[src/rtl/slave_line_receiver.sv]
// Three-wire line receiver: filters the low-power line code, runs the
// STOP / HS request / HS prepare / HS receive sequence and decodes
// high-speed wire-state transitions into 3-bit symbols.
module slave_line_receiver #(
    parameter int LP_FILTER   = 2,
    parameter int HS_PREP_MAX = 15
) (
    input  logic       clk,
    input  logic       rst_n,
    input  logic [7:0] A,
    input  logic [7:0] B,
    input  logic [7:0] C,
    input  logic       RxEn,
    output logic [2:0] LpState,
    output logic       StopState,
    output logic       HsActive,
    output logic [2:0] SymOut,
    output logic       SymValid,
    output logic       ErrSeq,
    output logic       ErrSym
);
    localparam int FW = $clog2(LP_FILTER + 1);
    localparam int PW = $clog2(HS_PREP_MAX + 2);
    localparam logic [FW-1:0] FLT_TARGET = FW'(LP_FILTER);
    localparam logic [PW-1:0] PREP_LIMIT = PW'(HS_PREP_MAX);

    typedef enum logic [1:0] {
        ST_STOP,
        ST_HS_RQST,
        ST_HS_PREP,
        ST_HS_RX
    } state_t;

    state_t          state_reg;
    logic [2:0]      lp_last_reg;
    logic [FW-1:0]   flt_cnt_reg;
    logic [PW-1:0]   prep_cnt_reg;
    logic [1:0]      prev_pair_reg;
    logic            prev_pos_reg;
    logic [2:0]      lp_state_reg;
    logic            stop_state_reg;
    logic            hs_active_reg;
    logic [2:0]      sym_out_reg;
    logic            sym_valid_reg;
    logic            err_seq_reg;
    logic            err_sym_reg;

    // Index 0 is wire A so LP code bit 2 is A, matching {A,B,C}
    logic [7:0] level [3];
    logic [2:0] lp_raw;
    logic [2:0] is_l;
    logic [2:0] is_m;
    logic [2:0] is_h;

    assign level[0] = A;
    assign level[1] = B;
    assign level[2] = C;

    generate
        for (genvar gi = 0; gi < 3; gi++) begin : g_wire
            assign lp_raw[2-gi] = (level[gi] >= 8'd70) && (level[gi] != 8'd255);
            assign is_l[gi]     = (level[gi] == 8'd0);
            assign is_m[gi]     = (level[gi] == 8'd20);
            assign is_h[gi]     = (level[gi] == 8'd40);
        end
    endgenerate

    // Wire-state decode: pair index (x=0,y=1,z=2) and sign (1 = positive)
    logic       ws_valid;
    logic [1:0] ws_pair;
    logic       ws_pos;

    // Map the three wire classes onto one of the six legal wire states
    always_comb begin
        ws_valid = 1'b1;
        ws_pair  = 2'd0;
        ws_pos   = 1'b0;
        if (is_h[0] && is_l[1] && is_m[2]) begin
            ws_pair = 2'd0; ws_pos = 1'b1;
        end else if (is_l[0] && is_h[1] && is_m[2]) begin
            ws_pair = 2'd0; ws_pos = 1'b0;
        end else if (is_m[0] && is_h[1] && is_l[2]) begin
            ws_pair = 2'd1; ws_pos = 1'b1;
        end else if (is_m[0] && is_l[1] && is_h[2]) begin
            ws_pair = 2'd1; ws_pos = 1'b0;
        end else if (is_l[0] && is_m[1] && is_h[2]) begin
            ws_pair = 2'd2; ws_pos = 1'b1;
        end else if (is_h[0] && is_m[1] && is_l[2]) begin
            ws_pair = 2'd2; ws_pos = 1'b0;
        end else begin
            ws_valid = 1'b0;
        end
    end

    // LP filter: accept a code once, on the cycle its run length reaches the target
    logic          same_code;
    logic [FW-1:0] flt_cnt_next;
    logic          lp_accept;

    always_comb begin
        same_code = (lp_raw == lp_last_reg);
        if (!same_code) begin
            flt_cnt_next = FW'(1);
        end else if (flt_cnt_reg == FLT_TARGET) begin
            flt_cnt_next = flt_cnt_reg;
        end else begin
            flt_cnt_next = flt_cnt_reg + FW'(1);
        end
        lp_accept = (flt_cnt_next == FLT_TARGET) &&
                    (!same_code || (flt_cnt_reg != FLT_TARGET));
    end

    // Symbol computed from the previous and current wire state
    logic [1:0] rot_pair;
    logic       same_state;
    logic [2:0] sym;

    always_comb begin
        rot_pair   = (prev_pair_reg == 2'd2) ? 2'd0 : prev_pair_reg + 2'd1;
        same_state = ws_valid && (ws_pair == prev_pair_reg) && (ws_pos == prev_pos_reg);
        if (ws_pair == prev_pair_reg) begin
            sym = 3'b100;
        end else begin
            sym = {1'b0, (ws_pair == rot_pair), (ws_pos != prev_pos_reg)};
        end
    end

    // Receiver FSM with registered status, symbol and error outputs
    always_ff @(posedge clk) begin
        if (!rst_n || !RxEn) begin
            state_reg      <= ST_STOP;
            lp_last_reg    <= 3'b000;
            flt_cnt_reg    <= '0;
            prep_cnt_reg   <= '0;
            prev_pair_reg  <= 2'd0;
            prev_pos_reg   <= 1'b0;
            lp_state_reg   <= 3'b000;
            stop_state_reg <= 1'b1;
            hs_active_reg  <= 1'b0;
            sym_out_reg    <= 3'b000;
            sym_valid_reg  <= 1'b0;
            err_seq_reg    <= 1'b0;
            err_sym_reg    <= 1'b0;
        end else begin
            lp_last_reg   <= lp_raw;
            flt_cnt_reg   <= flt_cnt_next;
            sym_valid_reg <= 1'b0;
            err_seq_reg   <= 1'b0;
            err_sym_reg   <= 1'b0;
            if (lp_accept) begin
                lp_state_reg <= lp_raw;
            end
            case (state_reg)
                ST_STOP: begin
                    if (lp_accept && lp_raw == 3'b001) begin
                        state_reg      <= ST_HS_RQST;
                        stop_state_reg <= 1'b0;
                    end
                end
                ST_HS_RQST: begin
                    if (lp_accept) begin
                        if (lp_raw == 3'b000) begin
                            state_reg    <= ST_HS_PREP;
                            prep_cnt_reg <= '0;
                        end else begin
                            // 111 is a clean return; anything else is illegal
                            err_seq_reg    <= (lp_raw != 3'b111);
                            state_reg      <= ST_STOP;
                            stop_state_reg <= 1'b1;
                        end
                    end
                end
                ST_HS_PREP: begin
                    if (lp_accept && lp_raw == 3'b111) begin
                        state_reg      <= ST_STOP;
                        stop_state_reg <= 1'b1;
                    end else if (ws_valid) begin
                        // First valid wire state only seeds the reference
                        prev_pair_reg <= ws_pair;
                        prev_pos_reg  <= ws_pos;
                        state_reg     <= ST_HS_RX;
                        hs_active_reg <= 1'b1;
                    end else if (prep_cnt_reg == PREP_LIMIT) begin
                        err_seq_reg    <= 1'b1;
                        state_reg      <= ST_STOP;
                        stop_state_reg <= 1'b1;
                    end else begin
                        prep_cnt_reg <= prep_cnt_reg + PW'(1);
                    end
                end
                ST_HS_RX: begin
                    if (lp_accept && lp_raw == 3'b111) begin
                        state_reg      <= ST_STOP;
                        stop_state_reg <= 1'b1;
                        hs_active_reg  <= 1'b0;
                    end else if (ws_valid && !same_state) begin
                        sym_out_reg   <= sym;
                        sym_valid_reg <= 1'b1;
                        prev_pair_reg <= ws_pair;
                        prev_pos_reg  <= ws_pos;
                    end else if (lp_raw != 3'b111) begin
                        // Repeated or malformed state; LP-111 is the exit path, not an error
                        err_sym_reg <= 1'b1;
                    end
                end
                default: begin
                    state_reg      <= ST_STOP;
                    stop_state_reg <= 1'b1;
                    hs_active_reg  <= 1'b0;
                end
            endcase
        end
    end

    assign LpState   = lp_state_reg;
    assign StopState = stop_state_reg;
    assign HsActive  = hs_active_reg;
    assign SymOut    = sym_out_reg;
    assign SymValid  = sym_valid_reg;
    assign ErrSeq    = err_seq_reg;
    assign ErrSym    = err_sym_reg;

endmodule

[config.mk]
export PLATFORM = sky130hd
export DESIGN_NAME = slave_line_receiver
export DESIGN_NICKNAME = d
export VERILOG_FILES = /design/src/rtl/slave_line_receiver.sv
export SDC_FILE = /design/constraint.sdc
export NUM_CORES = 1
export LEC_CHECK = 0
export CAP_MARGIN = 20
export CORE_AREA = 4 4 68 70
export DETAILED_ROUTE_END_ITERATION = 8
export DIE_AREA = 0 0 72 74
export PLACE_DENSITY = 0.8
export SETUP_SLACK_MARGIN = 0.3
export SYNTH_ARGS = -nofsm -noshare
export SYNTH_HDL_FRONTEND = slang
export SYNTH_SLANG_ARGS = --single-unit
[constraint.sdc]
create_clock -name clk -period 2.68 [get_ports clk]
set_input_delay 0.67 -clock clk [delete_from_list [all_inputs] [get_ports clk]]
set_output_delay 0.67 -clock clk [all_outputs]
set_load 0.05 [all_outputs]
Word-level counts from Yosys, hierarchy flattened
Index checks and enable logic that the tools add are counted.

operators by class
  $add $sub $neg = 3
  order comparisons = 3
  eq/ne operators = 39
  mux-type cells = 65
  bitwise gates (word level) = 2
  reduce and logical (&&, ||, !) cells = 42

operators by type and width
  operator                                             number
  two-way mux 2 bit                                    20
  two-way mux 1 bit                                    32
  two-way mux 5 bit                                    5
  == test 8 x 5 -> 1 bit, second input constant        3
  == test 8 x 6 -> 1 bit, second input constant        3
  >= comparator 8 x 7 -> 1 bit, second input constant  3
  zero test 8 bit                                      3
  != test 2 bit, second input constant                 12
  != test 8 bit, second input constant                 3
  logical AND 1 bit                                    21
  AND reduction 6 bit                                  2
  == test 2 bit, second input constant                 5
  case mux 5 bit (2 select lines)                      1
  != test 3 bit, second input constant                 3
  case mux 2 bit (4 select lines)                      1
  AND reduction 4 bit                                  2
  case mux 1 bit (2 select lines)                      3
  adder 5 x 1 -> 5 bit, second input constant          1
  == test 5 x 4 -> 1 bit, second input constant        1
  AND reduction 5 bit                                  1
  adder 2 x 1 -> 2 bit, second input constant          2
  == test 2 bit                                        2
  zero test 1 bit                                      4
  != test 4 bit, second input constant                 1
  17 further kinds                                     20

word-level totals
  bits in registers = 26
  input bits = 27
  output and inout bits = 11

Longest topological paths before layout
Gate-level depths: netlist of the first run.

  depth in word-level cells = 17
  mapped depth = 9
  depth with buffers taken out = 8

Least setup slack after synthesis of the first run
No wires, ideal clock.

  kind = input-to-reg
  start point = in B[6]
  end point = reg prep_cnt_reg[4]
  setup time = 88 ps
  data arrival time = 2366 ps
  slack = 226 ps
  cell stages on the path = 9
  buffers on the path = 1
  path through = nor4_4 -> nand3_2 -> a2111oi_2 -> or3_1 -> buf_6 -> nand2_2 -> and4_4 -> a21boi_4 -> o32ai_2

between the ends
  word-level cells in the longest chain between the ends = 11

ends and longest elaborated chain
  item                                                                                   RTL line  RTL
  from (decl)                                                                            11        input logic [7:0] B,
  parallel branches: the longest is 10 deep, another holds >= comparator 8 x 7 -> 1 bit  n/a
  AND reduction 6 bit (no line) *                                                        n/a
  to (signal assigned)                                                                   188       prep_cnt_reg <= prep_cnt_reg + PW'(1);
  to (decl)                                                                              37        logic [PW-1:0] prep_cnt_reg;

Mark *: on every way between the ends.
A chain may end at the register's enable or synchronous reset.

Final worst setup path of the first run
  start point = in A[3]
  end point = reg prep_cnt_reg[2]

between the ends
  word-level cells in the longest chain between the ends = 11

ends and longest elaborated chain
  item                                                                                   RTL line  RTL
  from (decl)                                                                            10        input logic [7:0] A,
  parallel branches: the longest is 10 deep, another holds >= comparator 8 x 7 -> 1 bit  n/a
  AND reduction 6 bit (no line) *                                                        n/a

Marks and branches as above.

==> results of run 1 <==
## layer usage
metal,share of wire,global-route usage,wire length (um)
met5,0,0,0
met4,0.063,0.209,601
met3,0.081,0.0649,772
met2,0.51,0.594,4830
met1,0.35,0.343,3350
## worst max-delay path, cell delays in order
cell      delay (ns)
buf_4           0.14
buf_6           0.12
a211oi_4        0.27
a21oi_2         0.12
buf_4           0.15
a22oi_2         0.21
nand2_2         0.12
o31ai_4         0.25
and4_4          0.27
buf_12          0.11
a21boi_1        0.19
o22ai_1         0.11
## power groups by stage
stage               combinational [mW]  sequential [mW]  clock [mW]
CTS                              0.221            0.393       0.263
global route                     0.277            0.394       0.277
floorplan                       0.0701            0.401           0
global placement                 0.185            0.401           0
finish                           0.266            0.394       0.268
detailed placement               0.190            0.401           0
## kinds of logic (layout without fill, tap and decap cells)
kind of cell | after synthesis | in the layout | share of synthesized area
AO/OA/AOI/OAI | 59 | 59 | 0.219
AND/OR/NAND/NOR | 135 | 135 | 0.394
XOR/XNOR | 5 | 5 | 0.0218
flip-flops | 26 | 26 | 0.259
adder cells (fa/ha/maj) | 9 | 9 | 0.0560
buffers and inverters | 16 | 139 | 0.0342
multiplexers | 3 | 3 | 0.0156
## placed cells by master (no fill, tap or decap), types with 5 or more instances in the layout
cell type and instances:
buf_4 82, dfxtp_1 26, nand2_1 24, nor2_1 24
nand4_1 13, clkdlybuf4s50_1 13, inv_1 11, buf_6 11
ha_1 9, nand2_2 8, a21oi_2 8, a21oi_1 8
nor4_4 6, o21ai_0 6, buf_2 6, and3_1 5
nor3_1 5, nand3_1 5, clkbuf_2 5
## what timing repair did
item	4_1_cts	5_1_grt
endpoints found under the setup margin	23	20
hold endpoints to repair	0	0
gates cloned	0	0
resized for setup	149	45
pin swaps	28	33
setup buffers	19	5
## stage by stage
step                      setup slack, ns  cells  area [um2]
after floorplan                     0.246    253        2010
after global placement             -0.405    398        2890
after detailed placement           -0.504    398        2890
after CTS                           0.292    421        3300
after global routing               0.0643    426        3460
final                               0.127    426        3460
## worst paths after layout
kind / slack, ns / endpoint / start / cells past startpoint
worst min register to register: 0.47 / LpState[1]$_SDFFE_PP0P_ / LpState[1]$_SDFFE_PP0P_ / 2
worst max-delay path: 0.13 / prep_cnt_reg[2]$_SDFFE_PP0P_ / A[3] / 12
worst min-delay path: 0.47 / LpState[1]$_SDFFE_PP0P_ / LpState[1]$_SDFFE_PP0P_ / 2
worst max register to register: 0.38 / prep_cnt_reg[2]$_SDFFE_PP0P_ / lp_last_reg[0]$_SDFF_PP0_ / 9
## area by class of cell
type	instances	area (um2)	area share
clock buffers	4	55.1	0.0159
inverters	11	41.3	0.0119
multi-input cells	211	1760	0.507
flip-flops and latches	26	520	0.150
well taps	50	62.6	0.0181
repair buffers	124	1030	0.297
==> key figures, run 1 <==
Synth
  – Post-Syn Nets: 289
  – Synth Register Bits: 26
  – Synth Instances: 253
  – Number of flops mapped to enable cells by yosys: 0
  – Top cell type's share of synthesized area: 0.259
  – Yosys warnings: 0
  – Leading area contributor after synthesis: dfxtp_1
  – Synth area leaders: dfxtp_1 (26%), nand2_1 (6.4%), nor2_1 (5.8%), ha_1 (5.6%), nand4_1 (4.0%)
  – Cell variety after synth: 62
  – Syn avg cell area: 7.94 um2
  – Ys async rst share: 0
  – Synth top cells by count: nand2_1 (34), nor2_1 (31), dfxtp_1 (26)
  – Synth Flop Type: dfxtp_1
  – Area of the mapped netlist: 0.00201 mm2
  – Top-count cell post-synth: nand2_1
  – Sequential share of the synthesized area: 0.259

Pwr
  – Combinational power share: 0.287
  – Int Power: 644 uW
  – Register share of total power: 0.424
  – Sw Pwr: 285 uW
  – Clk network pwr share: 0.289
  – Switch share: 0.307
  – PwrDens: 268 mW/mm2
  – Worst vdd ir: 444 uV
  – Static leakage: 1.37 nW
  – Power Total: 929 uW

Detailed routing
  – Initial drt markers: 262
  – Drt wl/cell: 22.4 um
  – DRC Markers: 0
  – Vias post-DR: 2760
  – Vias per inst: 6.48
  – Final wirelength: 9550 um
  – Final ANT Viol Nets: 0
  – Drt first pass iters: 5

Timing
  – Max transition margin: 0.642
  – Setup TNS Final: 0 ns
  – Tcrit/Tclk final: 0.952
  – Measured slew at the worst slew-check pin: 0.535 ns
  – Hold WS: 0.467 ns
  – Fin crit period: 2.55 ns
  – Hold Fails Final Rpt: 0
  – Max-slew violations: 0
  – Unrepaired setup endpoints after global routing: true
  – Fmax: 392 MHz
  – Worst Skew: 0.00553 ns
  – Final setup viols: 0

Flow run
  – Max-cap viol count: 0

Worst setup path
  – Worst Setup End Kind: register
  – Worst path arrival time: 2.73 ns
  – WP data required: 2.86 ns
  – Largest fanout on the critical path: 4
  – CP Launch Type: input pin
  – Worst setup path category: in -> reg

Placement
  – HPWL after DPL: 4740 um
  – Port bufs: 37
  – RePlAce Congestion: 0.856

Global route
  – Vias in the first global route: 2770
  – Total gr overflow: 0
  – Global-route wire length before repair: 13400 um
  – Initial antenna violation count: 0
  – Largest net degree at the start of global routing: 15
  – Total GRT Usage: 0.325

Layout
  – Max reg flops: 5
  – Ant. Diodes: 0
  – Fill cell count: 190
  – Area grow syn2layout: 72.4%
  – Share of cells above drive strength 1: 0.495
  – Final core utilization: 0.872
  – Fin nets: 413

Floorplanning
  – IO Pins: 38
  – Die area: 0.00533 mm2
  – Initial Utilization: 0.506
  – Die height: 74 um
  – Core area: 0.00397 mm2
  – Row count: 23
  – Chip Width: 72 um

Outcome
  – Status: completed

Clock tree
  – Max clock buf depth: 2
  – CTS buffer count: 3
  – Clk slew on worst S/H paths: 0.09 ns
  – H-tree levels: 1
  – CTS tree: built
  – Worst-Skew Late Latency: 0.29 ns
  – Root Buffer: clkbuf_8
  – # hold bufs at CTS: 0
  – Clk sinks: 26

Min path
  – Hold crit path type: reg -> reg
No activity file was read; power rests on OpenSTA's default activity.
==> inputs of run 2 (changes only) <==
--- a/config.mk
+++ b/config.mk
@@ -9,6 +9,7 @@
 export CORE_AREA = 4 4 68 70
 export DETAILED_ROUTE_END_ITERATION = 8
 export DIE_AREA = 0 0 72 74
+export MAX_ROUTING_LAYER = met4
 export PLACE_DENSITY = 0.8
 export SETUP_SLACK_MARGIN = 0.3
 export SYNTH_ARGS = -nofsm -noshare
==> run 2 against run 1 <==
Net effect:
- power decreased by 4.0%
- combinational power decreased by 11%
- maximum frequency increased by 2.6%
- hold slack better by 0.0075 ns
- count of clock-buffer cells in the layout is the same
==> key figures, run 2 (synthesis results as in run 1) <==
Pwr
  – Static leakage: 1.39 nW
  – Worst vdd ir: 418 uV
  – PwrDens: 262 mW/mm2
  – Power Total: 892 uW

Min path
  – Hold crit path type: reg -> reg
  – Worst Min Path Start: LpState[2]$_SDFFE_PP0P_

Timing
  – Hold Fails Final Rpt: 0
  – Max-slew violations: 0
  – Measured slew at the worst slew-check pin: 0.618 ns
  – Fmax: 402 MHz
  – Hold WS: 0.475 ns
  – Worst Skew: 0.00424 ns
  – Final worst slack: 0.193 ns
  – Final setup viols: 0
  – Tcrit/Tclk final: 0.928
  – Fin crit period: 2.49 ns
  – Setup TNS Final: 0 ns
  – Max transition margin: 0.588
  – Unrepaired setup endpoints after global routing: true

Global route
  – Total gr overflow: 0
  – Global-route wire length before repair: 11600 um
  – Total GRT Usage: 0.283
  – Initial antenna violation count: 0
  – Largest net degree at the start of global routing: 15
  – Vias in the first global route: 2526

Outcome
  – Status: completed

Layout
  – Reg area: 520 um2
  – Final core utilization: 0.858
  – Fin nets: 416
  – Multi-input logic area: 0.00169 mm2
  – Share of cells above drive strength 1: 0.472
  – Area grow syn2layout: 69.5%
  – Max reg flops: 5
  – Most frequent cells in the layout: buf_4 (86), nand2_1 (28), nor2_1 (27), dfxtp_1 (26)
  – Most common cell after layout, fill and taps aside: buf_4
  – Fill cell count: 214
  – Ant. Diodes: 0

Flow run
  – Max-cap viol count: 0

Clock tree
  – Clk slew on worst S/H paths: 0.09 ns
  – CTS tree: built
  – # hold bufs at CTS: 0
  – Clk sinks: 26
  – Max clock buf depth: 2
  – Root Buffer: clkbuf_8
  – H-tree levels: 1
  – Worst-Skew Late Latency: 0.28 ns
  – CTS buffer count: 3

Worst setup path
  – Worst Setup End Kind: register
  – Largest fanout on the critical path: 4
  – CP dominant cell by count: buf_4
  – Flop-to-flop setup slack: 0.44 ns
  – Worst path max stage delay: 0.39 ns
  – Worst Path Buf+Inv: 5
  – Crit. path cell count: 12
  – CP Launch Type: input pin
  – Worst path arrival time: 2.71 ns
  – Slowest-stage cell, CP: nor4_4
  – Crit path from: C[7]
  – Worst setup path category: in -> reg
  – R2r endpoint: state_reg[0]$_SDFFE_PP0P_
  – Crit Reg-Reg Startpoint: state_reg[0]$_SDFFE_PP0P_
  – Crit path max-delay family: simple AND/OR/NAND/NOR gates
  – Critical Path Sink: SymOut[1]$_SDFFE_PP0P_
  – Crit-path cells: buf_8 > nor4_4 > buf_4 > nand4_1 > a211oi_2 > buf_4 > buf_4 > buf_4 > mux2_1 > o21ai_1 > or2_1 > a21oi_2
  – R2R depth: 8
  – WP data required: 2.90 ns

Floorplanning
  – IO Pins: 38
  – Chip Width: 72 um
  – Die height: 74 um
  – Initial Utilization: 0.506
  – Core area: 0.00397 mm2
  – Row count: 23
  – Die area: 0.00533 mm2

Detailed routing
  – Initial drt markers: 235
  – Drt first pass iters: 5
  – Vias per inst: 6.21
  – DRC Markers: 0
  – Vias post-DR: 2664
  – Drt wl/cell: 19.6 um
  – Final ANT Viol Nets: 0
  – Final wirelength: 8400 um

Placement
  – RePlAce Congestion: 0.871
  – Setup WS pre-CTS: -0.514 ns
  – Port bufs: 37
  – HPWL after DPL: 4800 um
## run 2: cell count changes in the layout (fill, tap and decap cells not counted), moves of 2 or more
cell	before	now
nand2_2	8	6
nor2_1	24	27
nand2_4	4	2
buf_4	82	86
nor2_2	4	1
nand2_1	24	28
## run 2: repair_timing
action,CTS,global route
resized for setup,123,58
buffers inserted,17,10
setup endpoints to repair,22,14
pin swaps,37,34
## run 2: area by class of cell
class,instances,share of cell area
flip-flops and latches,26,0.153
clock buffers,4,0.0162
well taps,50,0.0184
multi-input cells,211,0.496
repair buffers,127,0.304
inverters,11,0.0121
## run 2: worst min-delay path, cell delays in order, from the launching register on
cell and delay [ns]:
dfxtp_1 0.32, nand2_1 0.05, a21oi_1 0.06
## run 2: power by group
group          switching (mW)  internal [mW]  total (mW)
sequential            0.00372          0.390       0.393
combinational           0.122          0.116       0.237
clock                   0.129          0.132       0.261
total                   0.255          0.637       0.892
## run 2: worst min path at each step
stage / to / slack [ns] / cells past startpoint
finish: LpState[2]$_SDFFE_PP0P_ / 0.47 / 2
global route: SymOut[1]$_SDFFE_PP0P_ / 0.50 / 2
CTS: LpState[2]$_SDFFE_PP0P_ / 0.47 / 2
detailed placement: LpState[2]$_SDFFE_PP0P_ / 0.45 / 2
global placement: SymOut[0]$_SDFFE_PP0P_ / 0.44 / 2
floorplan: prep_cnt_reg[3]$_SDFFE_PP0P_ / 0.45 / 2
## run 2: routing by layer
metal,up-vias,track usage,wire length [um]
met5,-,-,0
met4,0,0.123,487
met1,1237,0.313,3160
li1,1196,-,-
met2,175,0.508,4200
met3,56,0.0392,553
## run 2: through the flow
step / area [um2] / instances
final: 3410 / 429
after global routing: 3410 / 429
after CTS: 3200 / 419
after detailed placement: 2890 / 398
after global placement: 2890 / 398
after floorplan: 2010 / 253
